[src/rtl/pblaze_io_intc.sv]
// PicoBlaze (KCPSM6) I/O register block with a multi-source interrupt controller.
// Includes input ports with read pulses and output registers with readback and
// write pulses. Interrupt sources pass through synchronisers and then set W1C
// pending bits (edge or level per source). The pending bits are masked and
// drive a closed-loop interrupt/interrupt_ack FSM.
//
// Handshake: the PicoBlaze side has no back-pressure. A qualified access is
// write_strobe/read_strobe high with port_id valid, and it completes on that
// clock edge. io_data_out is always the registered decode of the previous
// cycle's port_id.
module pblaze_io_intc #(
    parameter int          NUM_IN        = 4,
    parameter int          NUM_OUT       = 4,
    parameter int          NUM_IRQ       = 4,
    parameter logic [7:0]  OUT_RESET_VAL = 8'h00
) (
    input  logic                 sysclk,
    input  logic                 sysreset,
    input  logic                 write_strobe,
    input  logic                 read_strobe,
    input  logic [7:0]           port_id,
    input  logic [7:0]           io_data_in,
    output logic [7:0]           io_data_out,
    input  logic                 interrupt_ack,
    output logic                 interrupt,
    input  logic [NUM_IN*8-1:0]  in_ports,
    output logic [NUM_IN-1:0]    in_rd,
    output logic [NUM_OUT*8-1:0] out_ports,
    output logic [NUM_OUT-1:0]   out_wr,
    input  logic [NUM_IRQ-1:0]   irq_in,
    output logic [1:0]           irq_state_dbg
);

    typedef enum logic [1:0] {
        ST_IDLE    = 2'd0,
        ST_ASSERT  = 2'd1,
        ST_SERVICE = 2'd2
    } irq_state_e;

    irq_state_e           state_q;
    logic                 interrupt_q;

    logic [7:0]           rdata_d, rdata_q;
    logic [NUM_IN-1:0]    in_rd_d, in_rd_q;
    logic [NUM_OUT*8-1:0] out_ports_d, out_ports_q;
    logic [NUM_OUT-1:0]   out_wr_d, out_wr_q;
    logic [NUM_IRQ-1:0]   mask_d, mask_q;
    logic [NUM_IRQ-1:0]   mode_d, mode_q;
    logic [NUM_IRQ-1:0]   pend_d, pend_q;
    logic [NUM_IRQ-1:0]   s1_q, s2_q, prev_q;
    logic [NUM_IRQ-1:0]   set_v;
    logic [NUM_IRQ-1:0]   clr_v;
    logic                 wr_pend;
    logic [7:0]           pend8, mask8, mode8, raw8;

    assign wr_pend = write_strobe && (port_id == 8'h20);

    // Output registers and their write pulses, plus input-port read pulses.
    always_comb begin
        out_ports_d = out_ports_q;
        out_wr_d    = '0;
        in_rd_d     = '0;
        for (int k = 0; k < NUM_OUT; k++) begin
            if (write_strobe && (port_id == 8'(16 + k))) begin
                out_ports_d[k*8 +: 8] = io_data_in;
                out_wr_d[k]           = 1'b1;
            end
        end
        for (int k = 0; k < NUM_IN; k++) begin
            in_rd_d[k] = read_strobe && (port_id == 8'(k));
        end
    end

    // IRQ mask/mode writes and pending update (set beats a same-cycle W1C).
    always_comb begin
        mask_d = mask_q;
        mode_d = mode_q;
        if (write_strobe && (port_id == 8'h21)) mask_d = io_data_in[NUM_IRQ-1:0];
        if (write_strobe && (port_id == 8'h23)) mode_d = io_data_in[NUM_IRQ-1:0];
        set_v  = (mode_q & s2_q & ~prev_q) | (~mode_q & s2_q);
        clr_v  = wr_pend ? io_data_in[NUM_IRQ-1:0] : '0;
        pend_d = (pend_q & ~clr_v) | set_v;
    end

    // Read-data decode; unmapped addresses and unused IRQ bits read zero.
    always_comb begin
        pend8 = '0;
        mask8 = '0;
        mode8 = '0;
        raw8  = '0;
        pend8[NUM_IRQ-1:0] = pend_q;
        mask8[NUM_IRQ-1:0] = mask_q;
        mode8[NUM_IRQ-1:0] = mode_q;
        raw8[NUM_IRQ-1:0]  = s2_q;
        rdata_d = 8'h00;
        for (int k = 0; k < NUM_IN; k++) begin
            if (port_id == 8'(k)) rdata_d = in_ports[k*8 +: 8];
        end
        for (int k = 0; k < NUM_OUT; k++) begin
            if (port_id == 8'(16 + k)) rdata_d = out_ports_q[k*8 +: 8];
        end
        case (port_id)
            8'h20:   rdata_d = pend8;
            8'h21:   rdata_d = mask8;
            8'h22:   rdata_d = raw8;
            8'h23:   rdata_d = mode8;
            default: ;
        endcase
    end

    // Register file, synchronisers and pending bits.
    always_ff @(posedge sysclk) begin
        if (sysreset) begin
            rdata_q     <= '0;
            in_rd_q     <= '0;
            out_ports_q <= {NUM_OUT{OUT_RESET_VAL}};
            out_wr_q    <= '0;
            mask_q      <= '0;
            mode_q      <= '0;
            pend_q      <= '0;
            s1_q        <= '0;
            s2_q        <= '0;
            prev_q      <= '0;
        end else begin
            rdata_q     <= rdata_d;
            in_rd_q     <= in_rd_d;
            out_ports_q <= out_ports_d;
            out_wr_q    <= out_wr_d;
            mask_q      <= mask_d;
            mode_q      <= mode_d;
            pend_q      <= pend_d;
            s1_q        <= irq_in;
            s2_q        <= s1_q;
            prev_q      <= s2_q;
        end
    end

    // Interrupt FSM: request held until acked, re-armed by any write to IRQ_PEND.
    always_ff @(posedge sysclk) begin
        if (sysreset) begin
            state_q     <= ST_IDLE;
            interrupt_q <= 1'b0;
        end else begin
            case (state_q)
                ST_IDLE: begin
                    if (|(pend_q & mask_q)) begin
                        state_q     <= ST_ASSERT;
                        interrupt_q <= 1'b1;
                    end
                end
                ST_ASSERT: begin
                    if (interrupt_ack) begin
                        state_q     <= ST_SERVICE;
                        interrupt_q <= 1'b0;
                    end
                end
                ST_SERVICE: begin
                    if (wr_pend) state_q <= ST_IDLE;
                end
                default: begin
                    state_q     <= ST_IDLE;
                    interrupt_q <= 1'b0;
                end
            endcase
        end
    end

    assign io_data_out   = rdata_q;
    assign in_rd         = in_rd_q;
    assign out_ports     = out_ports_q;
    assign out_wr        = out_wr_q;
    assign interrupt     = interrupt_q;
    assign irq_state_dbg = state_q;

endmodule
[config.mk]
export PLATFORM = sky130hd
export DESIGN_NAME = pblaze_io_intc
export DESIGN_NICKNAME = d
export VERILOG_FILES = /design/src/rtl/pblaze_io_intc.sv
export SDC_FILE = /design/constraint.sdc
export NUM_CORES = 1
export LEC_CHECK = 0
export BUFFER_PORTS_ARGS = -buffer_cell sky130_fd_sc_hd__buf_2
export CORE_MARGIN = 4
export CORE_UTILIZATION = 45
export CTS_CLUSTER_SIZE = 25
export DETAILED_ROUTE_END_ITERATION = 7
export PLACE_DENSITY = 0.75
export SYNTH_ARGS = -nofsm -noshare
export SYNTH_HDL_FRONTEND = slang
export SYNTH_SLANG_ARGS = --single-unit
[constraint.sdc]
create_clock -name sysclk -period 1.55 [get_ports sysclk]
set_input_delay 0.155 -clock sysclk [delete_from_list [all_inputs] [get_ports sysclk]]
set_output_delay 0.155 -clock sysclk [all_outputs]
set_load 0.02 [all_outputs]
==> qor.yml <==
pwr:
  power.leakage_nw: 2.100
  p_sw_frac: 0.2436
  clkPwrFrac: 0.403
  switchingPower_w: 0.0009521
  p_per_area_nw_per_um2: 897.2
  power_frac_seq: 0.503
  combPwrFrac: 0.094
  p_int_w: 0.002957
  vdd_drop_max_mv: 0.5801
worst_setup_path:
  endpoint: "io_data_out[0]"
  regToRegEndpoint: "io_data_out[0]"
  crit_chain: "o21ai_0 -> nand2_1 -> a2111oi_0 -> buf_4 -> a211oi_1"
  timing.rr.start: "out_ports[8]"
  cp-startpoint: "out_ports[8]"
  reg2reg_setup_slack_ns: 0.18
  path_class: "flip-flop to flip-flop"
  ff2ff_path_depth: 5
  worstPathMaxFanout: 3
  start_kind: "flip-flop"
  cp_slowest_cell: "a2111oi_0"
  arrival_ns: 1.60
  critical_path.max_stage_delay_ns: 0.42
  required_ns: 1.78
  end_kind: "flip-flop"
clock_network:
  cts_hold_buf: 0
  postCtsSetupBuffers: 0
  tritoncts: "yes"
  insertion_delay_ns: 0.35
  root_buffer: "clkbuf_8"
  cts.repair.resized: 0
  clock_sinks: 75
  clock_path_buffers: 2
  htree_levels: 3
  clk_pin_slew_ns: 0.08
  cts_inserted_buffers: 9
placed_design:
  preCtsSetupSlack_ns: -0.09344
  portBuffers: 107
  gp_congestion: 0.9402
  dp_hpwl_mm: 7.457
  numPlacedInstances: 559
synth:
  syn_nets: 403
  synth_seq_cells: 75
  ys_types: 42
  ys_warn_count: 0
  synth-edff-count: 0
  avgSynthCellArea_um2: 9.605
  synth_area_um2: 3323
  synthCells: 346
  ys_seq_area_frac: 0.4518
  synthFlopType: "dfxtp_1"
  async_flop_share: 0
timing:
  finalSetupViolCount: 0
  slew_viol_final: 0
  setup_slack_ns: 0.1755
  tightest_slew_ns: 0.4632
  max_freq_ghz: 0.7275
  skew_ns: 0.007045
  rsz0062_at_grt: "no"
  period_share: 0.8868
  relSlewSlack: 0.6832
  layout_min_cycle_time_ns: 1.375
  final_hold_viol_count: 0
final_layout:
  synthToLayoutAreaGrowth_pct: 31.10
  layout_common_cells: "107 x buf_2, 75 x dfxtp_1, 54 x nor2_1"
  largest_register_ffs: 32
  final_cells: 575
  nNetsFinal: 528
  final_common_cell: "buf_2"
  fill_cells: 665
  drive_above_1_share: 0.3634
  antenna_cells: 0
global_routing:
  first_global_vias: 3129
  grt_pass1_wl_mm: 15.64
  grt_max_degree: 54
  grt_use_total: 0.2301
  antenna_found_initial: 0
  grt-ovfl-total: 0
floorplanning:
  fp.dieH_um: 93.94
  die-area_um2: 8824
  initial_core_util: 0.4606
  rows: 31
  die_x_um: 93.94
  ioPinCount: 108
  core_um2: 7214
drt:
  routedWlPerCell_um: 17.47
  drcViolationCount: 0
  vias: 3158
  drt-initial-drc-count: 205
  final_antenna_net_count: 0
  routed_wl_mm: 10.05
  first_pass_iters: 5
  vias_per_cell: 5.492
status:
  status: "finished clean"
min_path:
  min_path_type: "primary input to flip-flop"
job:
  cap_violations: 0
-- how the worst min path moves through the flow --
stage	from	end	slack (ns)	cells after the start
CTS	irq_in[2]	s1_q[2]	0.004	2
finish	irq_in[2]	s1_q[2]	0.01	2
global route	irq_in[0]	s1_q[0]	0.02	2
global placement	irq_in[0]	s1_q[0]	0.36	2
detailed placement	irq_in[0]	s1_q[0]	0.37	2
floorplan	interrupt_ack	irq_state_dbg[0]	0.27	1
-- critical path: cells and delay by family, from the launching register on --
family | cells | cell delay (ns)
buffers and inverters | 1 | 0.17
AO/OA/AOI/OAI | 3 | 0.63
AND/OR/NAND/NOR | 1 | 0.12
flip-flops | 1 | 0.34
-- cell families (layout without fill, tap and decap cells) --
logic type      Yosys count  in the layout  synth area share
compound gates           62             62            0.1303
flops                    75             75            0.4518
buf+inv                  29            159           0.03765
simple gates            124            124            0.1879
mux                      56             56            0.1924
-- stage by stage --
stage / total power [W] / util / area [um^2] / hold WS [ns] / setup TNS, ns
finish: 0.003909 / 0.6039 / 4357 / 0.01095 / 0
global route: 0.004053 / 0.6039 / 4357 / 0.01710 / 0
CTS: 0.003928 / 0.6039 / 4357 / 0.004044 / 0
detailed placement: 0.002374 / 0.5746 / 4145 / 0.3691 / -0.7931
global placement: 0.002366 / 0.5746 / 4145 / 0.3626 / -0.3601
floorplan: 0.002196 / - / 3327 / 0.2729 / 0
-- routing by layer --
layer | track usage | vias up | routed length, um | part of all wire
met5 | 0 | - | 0 | 0
met4 | 0.09386 | 0 | 259 | 0.026
met3 | 0.05529 | 24 | 891 | 0.089
met2 | 0.3885 | 170 | 4744 | 0.47
met1 | 0.2799 | 1467 | 4150 | 0.41
li1 | - | 1497 | - | -
-- area by class of cell --
type	instances	area, um^2	area share
Multi-Input combinational cell	242	1700	0.3903
Clock inverter	5	60.06	0.01379
Clock buffer	11	151.4	0.03475
Tap cell	99	123.9	0.02843
Timing Repair Buffer	140	808.3	0.1855
Inverter	3	11.26	0.002585
Sequential cell	75	1501	0.3446
-- synth_stat cells, types with 2 or more instances --
library cell | count | area, um^2
dfxtp_1 | 75 | 1501
a211oi_1 | 4 | 30.03
a21oi_1 | 9 | 45.04
o211ai_1 | 2 | 15.01
o22ai_1 | 4 | 25.02
nor2b_1 | 18 | 112.6
nor4b_2 | 2 | 30.03
or2_2 | 2 | 12.51
o2bb2ai_1 | 5 | 43.79
a22oi_1 | 9 | 67.56
o21ai_0 | 12 | 60.06
a2111oi_0 | 5 | 43.79
nand2b_1 | 2 | 12.51
nor3_1 | 2 | 10.01
nand4_1 | 6 | 37.54
mux2_2 | 3 | 33.78
buf_1 | 2 | 7.510
o221ai_1 | 7 | 61.31
nand3_1 | 10 | 50.05
nand2_1 | 18 | 67.56
buf_2 | 7 | 35.03
inv_1 | 3 | 11.26
nor2_1 | 54 | 202.7
mux2i_1 | 47 | 470.5
clkbuf_1 | 16 | 60.06
mux4_2 | 6 | 135.1
-- power by group through the flow --
stage          Sequential [W]  Clock [W]  Combinational, W
3_3_place_gp          0.00201          0          0.000357
6_report              0.00197    0.00158          0.000366
4_1_cts               0.00197    0.00160          0.000365
2_1_floorplan         0.00202          0          0.000179
5_1_grt               0.00197    0.00168          0.000401
3_5_place_dp          0.00201          0          0.000363
Note: power is estimated with default switching activity, not from simulation.
